`src/rtl/mnacidpro_sequencer.sv`:
```
// Protocol sequencer for the nucleic-acid purification chip: walks the valve bank and
// the 3-valve peristaltic pump through bead load, lysis, bind, wash and elute.
module mnacidpro_sequencer #(
    parameter int unsigned PUMP_DIV      = 4,
    parameter int unsigned SETTLE_CYC    = 8,
    parameter int unsigned BEAD_STROKES  = 4,
    parameter int unsigned LYSIS_STROKES = 8,
    parameter int unsigned BIND_STROKES  = 16,
    parameter int unsigned WASH_STROKES  = 4,
    parameter int unsigned ELUTE_STROKES = 2,
    parameter int unsigned CW            = 16
) (
    input  logic        clk,
    input  logic        rst,
    input  logic        start,
    input  logic        abort,
    input  logic        hold,
    output logic [10:0] valve_ctrl,
    output logic [2:0]  pump,
    output logic [2:0]  phase,
    output logic        busy,
    output logic        done
);

    localparam longint unsigned CNT_LIMIT = 64'd1 << CW;

    if (CW < 1 || CW > 32 ||
        PUMP_DIV < 1 || SETTLE_CYC < 1 ||
        BEAD_STROKES < 1 || LYSIS_STROKES < 1 || BIND_STROKES < 1 ||
        WASH_STROKES < 1 || ELUTE_STROKES < 1 ||
        64'(PUMP_DIV) > CNT_LIMIT || 64'(SETTLE_CYC) > CNT_LIMIT ||
        64'(BEAD_STROKES) > CNT_LIMIT || 64'(LYSIS_STROKES) > CNT_LIMIT ||
        64'(BIND_STROKES) > CNT_LIMIT || 64'(WASH_STROKES) > CNT_LIMIT ||
        64'(ELUTE_STROKES) > CNT_LIMIT) begin : g_bad_param
        $error("mnacidpro_sequencer: counts must be >= 1 and fit in CW bits");
    end

    typedef enum logic [2:0] {
        S_IDLE   = 3'd0,
        S_BEAD   = 3'd1,
        S_LYSIS  = 3'd2,
        S_BIND   = 3'd3,
        S_WASH   = 3'd4,
        S_ELUTE  = 3'd5,
        S_SETTLE = 3'd6
    } state_t;

    localparam logic [10:0] ALL_CLOSED = 11'h7FF;
    localparam logic [2:0]  PUMP_STOP  = 3'b111;

    state_t          r_state;
    state_t          r_next;
    logic [CW-1:0]   r_step_cnt;
    logic [CW-1:0]   r_stroke_cnt;
    logic [CW-1:0]   r_settle_cnt;
    logic [2:0]      r_step_idx;
    logic [10:0]     r_valve;
    logic [2:0]      r_pump;
    logic            r_busy;
    logic            r_done;

    logic            w_kill;
    logic            w_run;
    logic            w_step_last;
    logic            w_idx_last;
    logic            w_stroke_last;
    logic            w_settle_last;

    function automatic logic [10:0] f_mask(input state_t s);
        case (s)
            S_BEAD:  return 11'h52F;
            S_LYSIS: return 11'h6D6;
            S_BIND:  return 11'h4CF;
            S_WASH:  return 11'h5BD;
            S_ELUTE: return 11'h1FB;
            default: return ALL_CLOSED;
        endcase
    endfunction

    // Gray-like walk: consecutive steps (including the wrap) differ in one bit.
    function automatic logic [2:0] f_pump(input logic [2:0] idx);
        case (idx)
            3'd0:    return 3'b110;
            3'd1:    return 3'b100;
            3'd2:    return 3'b101;
            3'd3:    return 3'b001;
            3'd4:    return 3'b011;
            3'd5:    return 3'b010;
            default: return PUMP_STOP;
        endcase
    endfunction

    function automatic logic [CW-1:0] f_last_stroke(input state_t s);
        case (s)
            S_BEAD:  return CW'(BEAD_STROKES - 1);
            S_LYSIS: return CW'(LYSIS_STROKES - 1);
            S_BIND:  return CW'(BIND_STROKES - 1);
            S_WASH:  return CW'(WASH_STROKES - 1);
            S_ELUTE: return CW'(ELUTE_STROKES - 1);
            default: return '0;
        endcase
    endfunction

    function automatic state_t f_succ(input state_t s);
        case (s)
            S_BEAD:  return S_LYSIS;
            S_LYSIS: return S_BIND;
            S_BIND:  return S_WASH;
            S_WASH:  return S_ELUTE;
            default: return S_IDLE;
        endcase
    endfunction

    assign w_kill        = rst || (abort && r_state != S_IDLE);
    assign w_run         = !(hold && r_state != S_IDLE);
    assign w_step_last   = r_step_cnt == CW'(PUMP_DIV - 1);
    assign w_idx_last    = r_step_idx == 3'd5;
    assign w_stroke_last = r_stroke_cnt == f_last_stroke(r_state);
    assign w_settle_last = r_settle_cnt == CW'(SETTLE_CYC - 1);

    // NOTE: every register here is updated with <= so all of them see the pre-edge
    // values of each other; mixing in = would make the result depend on statement order.
    always_ff @(posedge clk) begin
        if (w_kill) begin
            r_state      <= S_IDLE;
            r_next       <= S_BEAD;
            r_step_cnt   <= '0;
            r_stroke_cnt <= '0;
            r_settle_cnt <= '0;
            r_step_idx   <= '0;
            r_valve      <= ALL_CLOSED;
            r_pump       <= PUMP_STOP;
            r_busy       <= 1'b0;
            r_done       <= 1'b0;
        end else if (w_run) begin
            case (r_state)
                S_IDLE: begin
                    r_done <= 1'b0;
                    if (start && !abort) begin
                        r_state      <= S_SETTLE;
                        r_next       <= S_BEAD;
                        r_settle_cnt <= '0;
                        r_busy       <= 1'b1;
                    end
                end
                S_SETTLE: begin
                    if (w_settle_last) begin
                        r_settle_cnt <= '0;
                        if (r_next == S_IDLE) begin
                            r_state <= S_IDLE;
                            r_busy  <= 1'b0;
                            r_done  <= 1'b1;
                        end else begin
                            r_state      <= r_next;
                            r_valve      <= f_mask(r_next);
                            r_pump       <= f_pump(3'd0);
                            r_step_cnt   <= '0;
                            r_step_idx   <= '0;
                            r_stroke_cnt <= '0;
                        end
                    end else begin
                        r_settle_cnt <= r_settle_cnt + 1'b1;
                    end
                end
                S_BEAD, S_LYSIS, S_BIND, S_WASH, S_ELUTE: begin
                    if (!w_step_last) begin
                        r_step_cnt <= r_step_cnt + 1'b1;
                    end else begin
                        r_step_cnt <= '0;
                        if (!w_idx_last) begin
                            r_step_idx <= r_step_idx + 3'd1;
                            r_pump     <= f_pump(r_step_idx + 3'd1);
                        end else if (!w_stroke_last) begin
                            r_step_idx   <= '0;
                            r_stroke_cnt <= r_stroke_cnt + 1'b1;
                            r_pump       <= f_pump(3'd0);
                        end else begin
                            r_step_idx   <= '0;
                            r_stroke_cnt <= '0;
                            r_settle_cnt <= '0;
                            r_state      <= S_SETTLE;
                            r_next       <= f_succ(r_state);
                            r_valve      <= ALL_CLOSED;
                            r_pump       <= PUMP_STOP;
                        end
                    end
                end
                default: begin
                    r_state <= S_IDLE;
                    r_valve <= ALL_CLOSED;
                    r_pump  <= PUMP_STOP;
                    r_busy  <= 1'b0;
                    r_done  <= 1'b0;
                end
            endcase
        end
    end

    assign valve_ctrl = r_valve;
    assign pump       = r_pump;
    assign phase      = r_state;
    assign busy       = r_busy;
    assign done       = r_done;

endmodule

```
`config.mk`:
```
export PLATFORM = sky130hd
export DESIGN_NAME = mnacidpro_sequencer
export DESIGN_NICKNAME = d
export VERILOG_FILES = /design/src/rtl/mnacidpro_sequencer.sv
export SDC_FILE = /design/constraint.sdc
export NUM_CORES = 1
export LEC_CHECK = 0
export BUFFER_PORTS_ARGS = -buffer_cell sky130_fd_sc_hd__buf_4
export CAP_MARGIN = 20
export CORE_MARGIN = 2
export CORE_UTILIZATION = 40
export CTS_CLUSTER_DIAMETER = 200
export CTS_CLUSTER_SIZE = 40
export DETAILED_ROUTE_END_ITERATION = 6
export GPL_TIMING_DRIVEN = 0
export PLACE_DENSITY = 0.66
export RECOVER_POWER = 100
export SLEW_MARGIN = 5
export SYNTH_ARGS = -nofsm -noshare
export SYNTH_HDL_FRONTEND = slang
export SYNTH_SLANG_ARGS = --single-unit
```
`constraint.sdc`:
```
create_clock -name clk -period 5.3 [get_ports clk]
set_clock_uncertainty 0.1 [all_clocks]
set_input_delay 1.06 -clock clk [delete_from_list [all_inputs] [get_ports clk]]
set_output_delay 1.06 -clock clk [all_outputs]
set_load 0.01 [all_outputs]
```
After elaboration in Yosys (flattened, before gate mapping)

Index checks and enable logic that the tools add are counted.

Flip-flop bits (word level): 73
Input port bits: 5
Output and inout bits: 19

Add/sub/neg operators: 4
Eq/ne operators: 27
Muxes and demuxes: 54
Bitwise operators: 3
Reduce and logical (&&, ||, !) cells: 24

Operators by type and width:

| cell                                                                    | number |
|---|---|
| 16-bit two-way mux                                                      | 11 |
| 16-bit one-hot mux with 2 select lines                                  | 2 |
| 11-bit two-way mux                                                      | 5 |
| 11-bit one-hot mux with 5 select lines                                  | 1 |
| 3-bit two-way mux                                                       | 18 |
| 16-bit by 1-bit adder with 16-bit output (second input constant)        | 3 |
| 16-bit one-hot mux with 3 select lines                                  | 1 |
| 11-bit one-hot mux with 3 select lines                                  | 1 |
| 3-bit equality test (second input constant)                             | 8 |
| 6-bit AND reduction                                                     | 4 |
| 3-bit by 2-bit equality test with 1-bit output (second input constant)  | 6 |
| 3-bit one-hot mux with 3 select lines                                   | 2 |
| 3-bit one-hot mux with 6 select lines                                   | 1 |
| 16-bit equality test                                                    | 1 |
| 16-bit by 2-bit equality test with 1-bit output (second input constant) | 1 |
| 16-bit by 3-bit equality test with 1-bit output (second input constant) | 1 |
| 4-bit one-hot mux with 4 select lines                                   | 1 |
| 5-bit AND reduction                                                     | 3 |
| 2-bit inequality test (second input constant)                           | 7 |
| 3-bit one-hot mux with 2 select lines                                   | 2 |
| 3-bit one-hot mux with 4 select lines                                   | 1 |
| 3-bit by 1-bit equality test with 1-bit output (second input constant)  | 3 |
| 3-bit zero test                                                         | 3 |
| 4-bit AND reduction                                                     | 2 |
| 13 further kinds                                                        | 24 |

Logic depth before layout (Yosys ltp)

Gate-level depths: netlist (run 1).

Depth after elaboration: 8
Gate-level depth with buffers: 10

Least setup slack after synthesis (run 1)

OpenSTA, ideal clock, no wires.

Path kind: input port to flip-flop
From: in abort
To: reg r_settle_cnt[15]
Setup time: 73 ps
Arrival: 2574 ps
Setup slack: 2553 ps
Stages on the path: 6
Buffers on the path: 1
Cells stage by stage: nand2b_1 a221o_1 or4b_1 buf_2 or3_1 o211ai_2

Cells in the longest elaborated chain, start to end: 4

Ends and longest elaborated chain:

| what                                   | line | text |
|---|---|---|
| start, declared                        | 16   | `input logic abort,` |
| 1-bit zero test                        | 139  | `if (start && !abort) begin` |
| 1-bit logical AND                      | 139  |  |
| 2-bit inequality test (no source line) | n/a  |  |
| 6-bit AND reduction (no source line)   | n/a  |  |
| end signal, assigned                   | 162  | `r_settle_cnt <= r_settle_cnt + 1'b1;` |
| end, declared                          | 55   | `logic [CW-1:0] r_settle_cnt;` |

Several ways; a longest one is shown, not always the timed one.
A chain may end at the register's enable or synchronous reset.

Final worst setup path (run 1)

From: reg r_settle_cnt[1]
To: reg r_stroke_cnt[5]

Cells in the longest elaborated chain, start to end: 3

Ends and longest elaborated chain:

| what                                            | line | text |
|---|---|---|
| 16-bit by 3-bit equality test with 1-bit output | 119  | `assign w_settle_last = r_settle_cnt == CW'(SETTLE_CYC - 1);` |
| 2-bit inequality test (no source line)          | n/a  |  |
| 6-bit AND reduction (no source line)            | n/a  |  |
| end signal, assigned                            | 175  | `r_stroke_cnt <= r_stroke_cnt + 1'b1;` |
| end, declared                                   | 54   | `logic [CW-1:0] r_stroke_cnt;` |

No other way between the ends.

==> flow_summary.toml, run 1 <==
[outcome]
status = "finished clean"

[critical_path]
cp_data_arrival_time_ps = 3550
worst_setup_path_start_kind = "flop"
endpoint_kind = "flop"
crit_fanout = 10
cp.required_ps = 5420
r2r-start = "r_settle_cnt[1]$_SDFFE_PP0P_"
crit_type = "flop to flop"
crit_start = "r_settle_cnt[1]$_SDFFE_PP0P_"

[clock_tree]
numCtsBuffers = 9
cts_setup_buffers = 0
cts_sinks = 70
h-tree-depth = 3
cts_resized = 0
hold_buffers = 0
cts_buffer_depth = 2
cts_tree = "done"
clk_pin_slew_ps = 80
clock_latency_ps = 350
cts_root_buf = "clkbuf_8"

[logic_synthesis]
yosysWarnings = 0
ys_seq_area_share_pct = 37.02
async_flop_share_pct = 0
synth_area_um2 = 3785
syn_nets = 485
synthFlopType = "dfxtp_1"
synth.avg_cell_area_um2 = 7.935
ys_ff_latch = 70
syn-instance-count = 477
synth_enable_flop_cells = 0
synth.distinct_cells = 56

[global_route]
track_usage_pct = 19.16
antenna_found_initial = 0
grt-ovfl-total = 0
grt_pass1_wl_um = 15990
grt_start_max_net_pins = 13
grt_pass1_vias = 3336

[routing]
drtIter0Drc = 136
drtPass1Iterations = 4
drt-total-wl_um = 9430
post_drt_wl_per_cell_um = 15.04
ant_nets = 0
detail_route.vias_per_cell = 5.778
drc = 0
vias = 3623

[floorplanning]
initial_core_util_pct = 41.16
die-width_um = 101.3
die_h_um = 101.3
io-pin-count = 24
core_um2 = 9196
fp.dieArea_um2 = 10260
std_cell_rows = 35

[timing]
slew_headroom_pct = 41.80
hold_slack_ps = 400.8
final_max_slew_viol_count = 0
tightest_slew_ps = 851.1
rsz0062_at_grt = "no"
finalCriticalPeriod_ps = 3425
post-route-period-util_pct = 64.63
max_freq_mhz = 291.9
finalHoldViolations = 0
setup_tns_ps = 0
finalSetupViolCount = 0

[pwr]
p_per_area_nw_per_um2 = 355.5
peakVddDrop_mv = 0.1957
p_total_mw = 1.509
power.leakage_nw = 1.323

[place]
place_inst = 611
gp_congestion = 0.8471
dp_hpwl_um = 6684
io_buffers = 23

[run]
cap_violations = 0

[final_layout]
diodes = 0
final_nets = 519
syn_to_final_growth_pct = 12.17
final_cells = 627
fin_util_pct = 46.16
drive_above_1_share_pct = 7.558

[hold_path]
hold_path_startpoint = "r_settle_cnt[14]$_SDFFE_PP0P_"
min_path_type = "flop to flop"
-- path summary, 6_finish.rpt --
path	end	slack (ps)	depth (start not counted)
worst max-delay path	r_stroke_cnt[5]$_SDFFE_PP0P_	1870	8
worst min-delay path	r_settle_cnt[14]$_SDFFE_PP0P_	400	1
worst max register to register	r_stroke_cnt[5]$_SDFFE_PP0P_	1870	8
worst min register to register	r_settle_cnt[14]$_SDFFE_PP0P_	400	1
-- routing by layer --
metal / routed length, µm / GRT usage [%]
met4: 163 / 6.861
met2: 4257 / 29.75
met5: 0 / 0
met3: 318 / 3.037
met1: 4691 / 26.98
-- power by group --
| part | internal [mW] | switching, mW | total (mW) |
|---|---|---|---|
| sequential | 0.549 | 0.0207 | 0.570 |
| clock | 0.291 | 0.208 | 0.498 |
| combinational | 0.125 | 0.316 | 0.441 |
-- cell usage after synthesis (all sizes together) (2+ instances only) --
cell type,instances,area (µm²)
buf,17,100.1
nand2b,4,25.02
nor4,20,140.1
xnor2,22,192.7
o21ai,20,100.1
xor2,11,96.34
nor4b,9,78.83
and2,7,43.80
a21oi,22,113.9
nand3,25,125.1
a211oi,8,60.06
o221a,2,22.52
ha,3,37.54
a31oi,11,68.82
or3,6,37.54
nor4bb,4,40.04
a32o,2,20.02
a2111oi,3,27.53
nor2,56,210.2
nand3b,3,22.52
o31ai,4,30.03
o22ai,2,12.51
nor2b,2,12.51
nor3,26,130.1
nand2,40,150.1
and3,7,43.79
clkbuf,14,52.55
nand4,18,112.6
a211o,2,17.52
or4,3,22.52
mux2,2,22.52
dfxtp,70,1401
o21a,3,22.52
or2,3,18.77
inv,11,41.29
o211ai,2,20.02
a21o,4,30.03
-- layout by cell type, fill, tap and decap left out, types with 19 or more instances in the layout --
cell type	Yosys	layout
xnor2_1	22	22
clkbuf_1	14	37
nand2_1	40	40
nor2_1	56	56
nor4_1	19	19
dfxtp_1	70	70
nand3_1	25	25
nor3_1	26	26
o21ai_0	14	20
a21oi_1	21	22
-- area by class of cell --
| class | count | area, µm² |
|---|---|---|
| Fill cell | 933 | 4951 |
| Multi-Input combinational cell | 365 | 2180 |
| Sequential cell | 70 | 1401 |
| Clock buffer | 11 | 151.4 |
| Buffer | 31 | 146.4 |
| Tap cell | 111 | 138.9 |
| Timing Repair Buffer | 23 | 105.1 |
| Clock inverter | 5 | 81.33 |
| Inverter | 11 | 41.29 |
-- cells by family (layout without fill, tap and decap cells) --
group                    Yosys count  in the layout  synth area share, %
adder cells (fa/ha/maj)            3              3               0.9918
AO/OA/AOI/OAI                     91             91                15.87
buffers and inverters             42             81                5.124
flip-flops                        70             70                37.02
multiplexers                       2              2               0.5950
AND/OR/NAND/NOR                  236            236                32.76
XOR/XNOR                          33             33                7.636
-- worst max-delay path, stage by stage, from the launching register on --
cell and delay, ps:
dfxtp_1 420, ha_1 240, nor4bb_1 360, nand4_1 410
o21ai_0 410, nand2_1 130, o21ai_0 700, clkbuf_1 420
nor2_1 100
-- registers in the layout (all words and copies together), names as in the netlist --
register and count:
r_next 3, phase 3, busy 1, r_step_cnt 16
r_stroke_cnt 16, r_settle_cnt 16, valve_ctrl 8, done 1
r_step_idx 3, pump 3
-- stage by stage --
step           setup slack [ps]  area [µm²]
4_1_cts                    2225        4329
3_5_place_dp               2265        4096
6_report                   1875        4245
5_1_grt                    1458        4245
3_3_place_gp               2273        4096
2_1_floorplan              2553        3785
Power figures use the tool's default switching activity.
==> run 2, diff against run 1 <==
==> constraint.sdc (replaced) <==
create_clock -name clk -period 3.4 [get_ports clk]
set_clock_uncertainty 0.1 [all_clocks]
set_input_delay 0.68 -clock clk [delete_from_list [all_inputs] [get_ports clk]]
set_output_delay 0.68 -clock clk [all_outputs]
set_load 0.01 [all_outputs]
==> flow_summary.toml, run 2 (synthesized netlist as in run 1, its figures left out) <==
[final_layout]
drive_above_1_share_pct = 8.140
final_common_cell = "dfxtp_1"
final_cells = 627
final_nets = 519
nFillCells = 935
diodes = 0
largest_registers = "r_settle_cnt: 16 flops, r_step_cnt: 16 flops, r_stroke_cnt: 16 flops"
fin_area_um2 = 4252
fin_util_pct = 46.23
syn_to_final_growth_pct = 12.33
layout_common_cells = "dfxtp_1, nor2_1, nand2_1"

[global_route]
grt_pass1_vias = 3336
grt_start_max_net_pins = 13
grt_pass1_wl_um = 15990
track_usage_pct = 19.16
grt-ovfl-total = 0
antenna_found_initial = 0

[critical_path]
cp_slowest_cell = "a2111oi_0"
cp.required_ps = 3570
path_common_cell = "buf_2"
crit_fanout = 10
r2r_cells = 9
endpoint_kind = "flop"
crit_family = "compound AO/OA/AOI/OAI gates"
cp_data_arrival_time_ps = 3250
crit_type = "flop to flop"
worst_setup_path_start_kind = "flop"
cp_num_buf_inv = 3
cpPeakStageDelay_ps = 750
crit_cells = 9
crit_chain = "buf_2 > nor4bb_1 > a2111oi_0 > nor4_4 > a21oi_1 > clkbuf_1 > nor2_1 > buf_2 > o31ai_1"

[timing]
max_freq_mhz = 324.1
slew_headroom_pct = 42.98
finalCriticalPeriod_ps = 3085
rsz0062_at_grt = "no"
post-route-period-util_pct = 90.74
finalSetupViolCount = 0
final_max_slew_viol_count = 0
setup_tns_ps = 0
tightest_slew_ps = 833.8
finalHoldViolations = 0

[clock_tree]
cts_root_buf = "clkbuf_8"
cts_setup_buffers = 0
cts_tree = "done"
clk_pin_slew_ps = 80
cts_sinks = 70
cts_buffer_depth = 2
numCtsBuffers = 9
hold_buffers = 0
clock_latency_ps = 350
cts_resized = 0
h-tree-depth = 3

[routing]
top_layer = "met4"
wl_met3_um = 262
drtPass1Iterations = 5
post_drt_wl_per_cell_um = 15.16
drt-total-wl_um = 9503
detail_route.vias_per_cell = 5.774
drtIter0Drc = 159
wl_met1_um = 4770
drc = 0
dr_wl_met2_um = 4308
ant_nets = 0
vias = 3620

[pwr]
peakVddDrop_mv = 0.3032
pwr-share-comb_pct = 29.5
p_total_mw = 2.360
power.leakage_nw = 1.331
clkPwrFrac_pct = 32.9
seqPwrFrac_pct = 37.7
switching_share_pct = 36.09
cell_internal_pwr_mw = 1.508
p_per_area_nw_per_um2 = 555.2
p_sw_uw = 852.0

[place]
gp_congestion = 0.8471
place_inst = 611
io_buffers = 23
dpl_cell_area_um2 = 4096
dp_hpwl_um = 6684

[floorplanning]
std_cell_rows = 35
fp.dieArea_um2 = 10260
die-width_um = 101.3
core_um2 = 9196
initial_core_util_pct = 41.16
die_h_um = 101.3
io-pin-count = 24

[outcome]
status = "finished clean"

[hold_path]
min_path_type = "flop to flop"
hold_depth = 2

[run]
cap_violations = 0
## run 2: changes by cell type in the layout (fill, tap and decap cells not counted), sizes merged
cell | previous run | this run
buf | 16 | 17
clkbuf | 49 | 48
## run 2: layer usage
| metal | global-route usage, % | vias to the layer above |
|---|---|---|
| li1 | - | 1804 |
| met1 | 26.98 | 1737 |
| met2 | 29.75 | 66 |
| met3 | 3.037 | 13 |
| met4 | 6.861 | 0 |
| met5 | 0 | - |
## run 2: final cells by class
| cell class | instances | area, µm² | share of cell area (%) |
|---|---|---|---|
| Buffer | 31 | 148.9 | 3.502 |
| Clock buffer | 11 | 151.4 | 3.561 |
| Clock inverter | 5 | 81.33 | 1.913 |
| Inverter | 11 | 41.29 | 0.9712 |
| Multi-Input combinational cell | 365 | 2183 | 51.35 |
| Sequential cell | 70 | 1401 | 32.96 |
| Tap cell | 111 | 138.9 | 3.267 |
| Timing Repair Buffer | 23 | 105.1 | 2.472 |
## run 2: worst reg2reg max path, cell delays in order (launching register included)
cell	delay [ps]
dfxtp_1	310
buf_2	170
nor4bb_1	150
a2111oi_0	750
nor4_4	170
a21oi_1	390
clkbuf_1	440
nor2_1	120
buf_2	210
o31ai_1	190
## run 2: metrics by stage
step / setup WS (ps) / hold WS, ps
final: 315.0 / 406.4
after global routing: 78.76 / 414.5
after CTS: 325.0 / 401.7
after detailed placement: 365.1 / 383.9
after global placement: 372.7 / 374.8
after floorplan: 997.3 / 349.1
## run 2: final timing paths
kind	end	slack [ps]	startpoint
max	r_settle_cnt[6]$_SDFFE_PP0P_	320	r_stroke_cnt[1]$_SDFFE_PP0P_
min	r_step_cnt[1]$_SDFFE_PP0P_	410	r_step_cnt[1]$_SDFFE_PP0P_
max reg2reg	r_settle_cnt[6]$_SDFFE_PP0P_	320	r_stroke_cnt[1]$_SDFFE_PP0P_
min reg2reg	r_step_cnt[1]$_SDFFE_PP0P_	410	r_step_cnt[1]$_SDFFE_PP0P_
## run 2: power by group through the flow
stage	clock network (mW)	logic, mW	registers (mW)
after floorplan	0	0.497	0.907
after global placement	0	0.695	0.907
after detailed placement	0	0.704	0.909
after CTS	0.789	0.707	0.889
after global routing	0.826	0.768	0.892
final	0.776	0.696	0.889
==> run 3, diff against run 2 <==
--- a/config.mk
+++ b/config.mk
@@ -14,7 +14,7 @@
 export DETAILED_ROUTE_END_ITERATION = 6
 export GPL_TIMING_DRIVEN = 0
 export PLACE_DENSITY = 0.66
-export RECOVER_POWER = 100
+export RECOVER_POWER = 50
 export SLEW_MARGIN = 5
 export SYNTH_ARGS = -nofsm -noshare
 export SYNTH_HDL_FRONTEND = slang
==> flow_summary.toml, run 3 (synthesized netlist as in run 1, its figures left out) <==
[critical_path]
path_common_cell = "buf_2"
cp_num_buf_inv = 3
cp_slowest_cell = "a2111oi_0"
crit_chain = "buf_2 > nor4bb_1 > a2111oi_0 > nor4_4 > a21oi_1 > clkbuf_1 > nor2_1 > buf_2 > o31ai_1"
crit_fanout = 10
worst_setup_path_start_kind = "flop"
crit_start = "r_stroke_cnt[1]$_SDFFE_PP0P_"
crit_family = "compound AO/OA/AOI/OAI gates"
cp.required_ps = 3570
r2r-start = "r_stroke_cnt[1]$_SDFFE_PP0P_"
cpPeakStageDelay_ps = 760
endpoint_kind = "flop"
cp_data_arrival_time_ps = 3300
crit_type = "flop to flop"

[hold_path]
min_path_type = "flop to flop"
hold_path_startpoint = "r_settle_cnt[14]$_SDFFE_PP0P_"

[timing]
post-route-period-util_pct = 91.95
finalHoldViolations = 0
tightest_slew_ps = 850.0
finalCriticalPeriod_ps = 3126
finalSetupViolCount = 0
final_max_slew_viol_count = 0
slew_headroom_pct = 41.87
hold_slack_ps = 399.7
setup_tns_ps = 0
max_freq_mhz = 319.9
rsz0062_at_grt = "no"

[routing]
drtPass1Iterations = 5
post_drt_wl_per_cell_um = 15.12
vias = 3671
drtIter0Drc = 124
drt-total-wl_um = 9478
drc = 0
detail_route.vias_per_cell = 5.855
ant_nets = 0

[floorplanning]
die-width_um = 101.3
die_h_um = 101.3
initial_core_util_pct = 41.16
std_cell_rows = 35
core_um2 = 9196
fp.dieArea_um2 = 10260
io-pin-count = 24

[final_layout]
seqCellArea_um2 = 1401
largest_registers = "r_settle_cnt: 16 flops, r_step_cnt: 16 flops, r_stroke_cnt: 16 flops"
final_common_cell = "dfxtp_1"
fin_util_pct = 46.31
layout_common_cells = "dfxtp_1, nor2_1, nand2_1"
multi_input_area_um2 = 2188
nFillCells = 935
final_nets = 519
syn_to_final_growth_pct = 12.53
fin_area_um2 = 4259
drive_above_1_share_pct = 8.721
diodes = 0

[place]
io_buffers = 23
gp_congestion = 0.8471
dpl_cell_area_um2 = 4096
dp_hpwl_um = 6684

[global_route]
grt_pass1_wl_um = 15990
grt-ovfl-total = 0
track_usage_pct = 19.16
antenna_found_initial = 0
grt_start_max_net_pins = 13
grt_pass1_vias = 3336

[clock_tree]
cts_root_buf = "clkbuf_8"
clock_latency_ps = 350
cts_buffer_depth = 2
numCtsBuffers = 9
clk_pin_slew_ps = 80
cts_sinks = 70
cts_tree = "done"
hold_buffers = 0
h-tree-depth = 3

[pwr]
peakVddDrop_mv = 0.3056
power.leakage_nw = 1.346
p_per_area_nw_per_um2 = 555.9
p_total_mw = 2.368

[outcome]
status = "finished clean"

[run]
cap_violations = 0
[run 3: cell type report]
cell class | instances | share of cell area [%]
Multi-Input combinational cell | 365 | 51.38
Timing Repair Buffer | 23 | 2.468
Buffer | 31 | 3.555
Clock inverter | 5 | 1.910
Clock buffer | 11 | 3.555
Tap cell | 111 | 3.261
Inverter | 11 | 0.9694
Sequential cell | 70 | 32.90
[run 3: routing by layer]
| metal | GRT usage, % | share of wire [%] |
|---|---|---|
| met1 | 26.98 | 49 |
| met2 | 29.75 | 46 |
| met3 | 3.037 | 3.7 |
| met4 | 6.861 | 1.8 |
| met5 | 0 | 0 |
[run 3: path summary, 6_finish.rpt]
check	slack [ps]	cells after the start	end
max	270	9	r_settle_cnt[6]$_SDFFE_PP0P_
min	400	1	r_settle_cnt[14]$_SDFFE_PP0P_
max reg2reg	270	9	r_settle_cnt[6]$_SDFFE_PP0P_
min reg2reg	400	1	r_settle_cnt[14]$_SDFFE_PP0P_
[run 3: stage by stage]
stage | setup WS, ps | instances
floorplan | 997.3 | 477
CTS | 325.0 | 627
global route | 87.67 | 627
global placement | 372.7 | 611
detailed placement | 365.1 | 611
finish | 273.7 | 627
[run 3: report_power, final]
group	leakage, nW	switching [mW]	internal (mW)
Sequential	0.565	0.0329	0.856
Combinational	0.665	0.500	0.201
Clock	0.116	0.325	0.453
[run 3: what timing repair did]
| action | CTS | global route |
|---|---|---|
| endpoints found under the setup margin | 0 | 1 |
| setup buffers | 0 | 0 |
| gates resized for setup | 0 | 1 |
[run 3: worst register-to-register path, cell delays in order, from the launching register on]
cell and delay, ps:
dfxtp_1 310, buf_2 170, nor4bb_1 150, a2111oi_0 760, nor4_4 170, a21oi_1 380, clkbuf_1 460, nor2_1 130
buf_2 220, o31ai_1 200
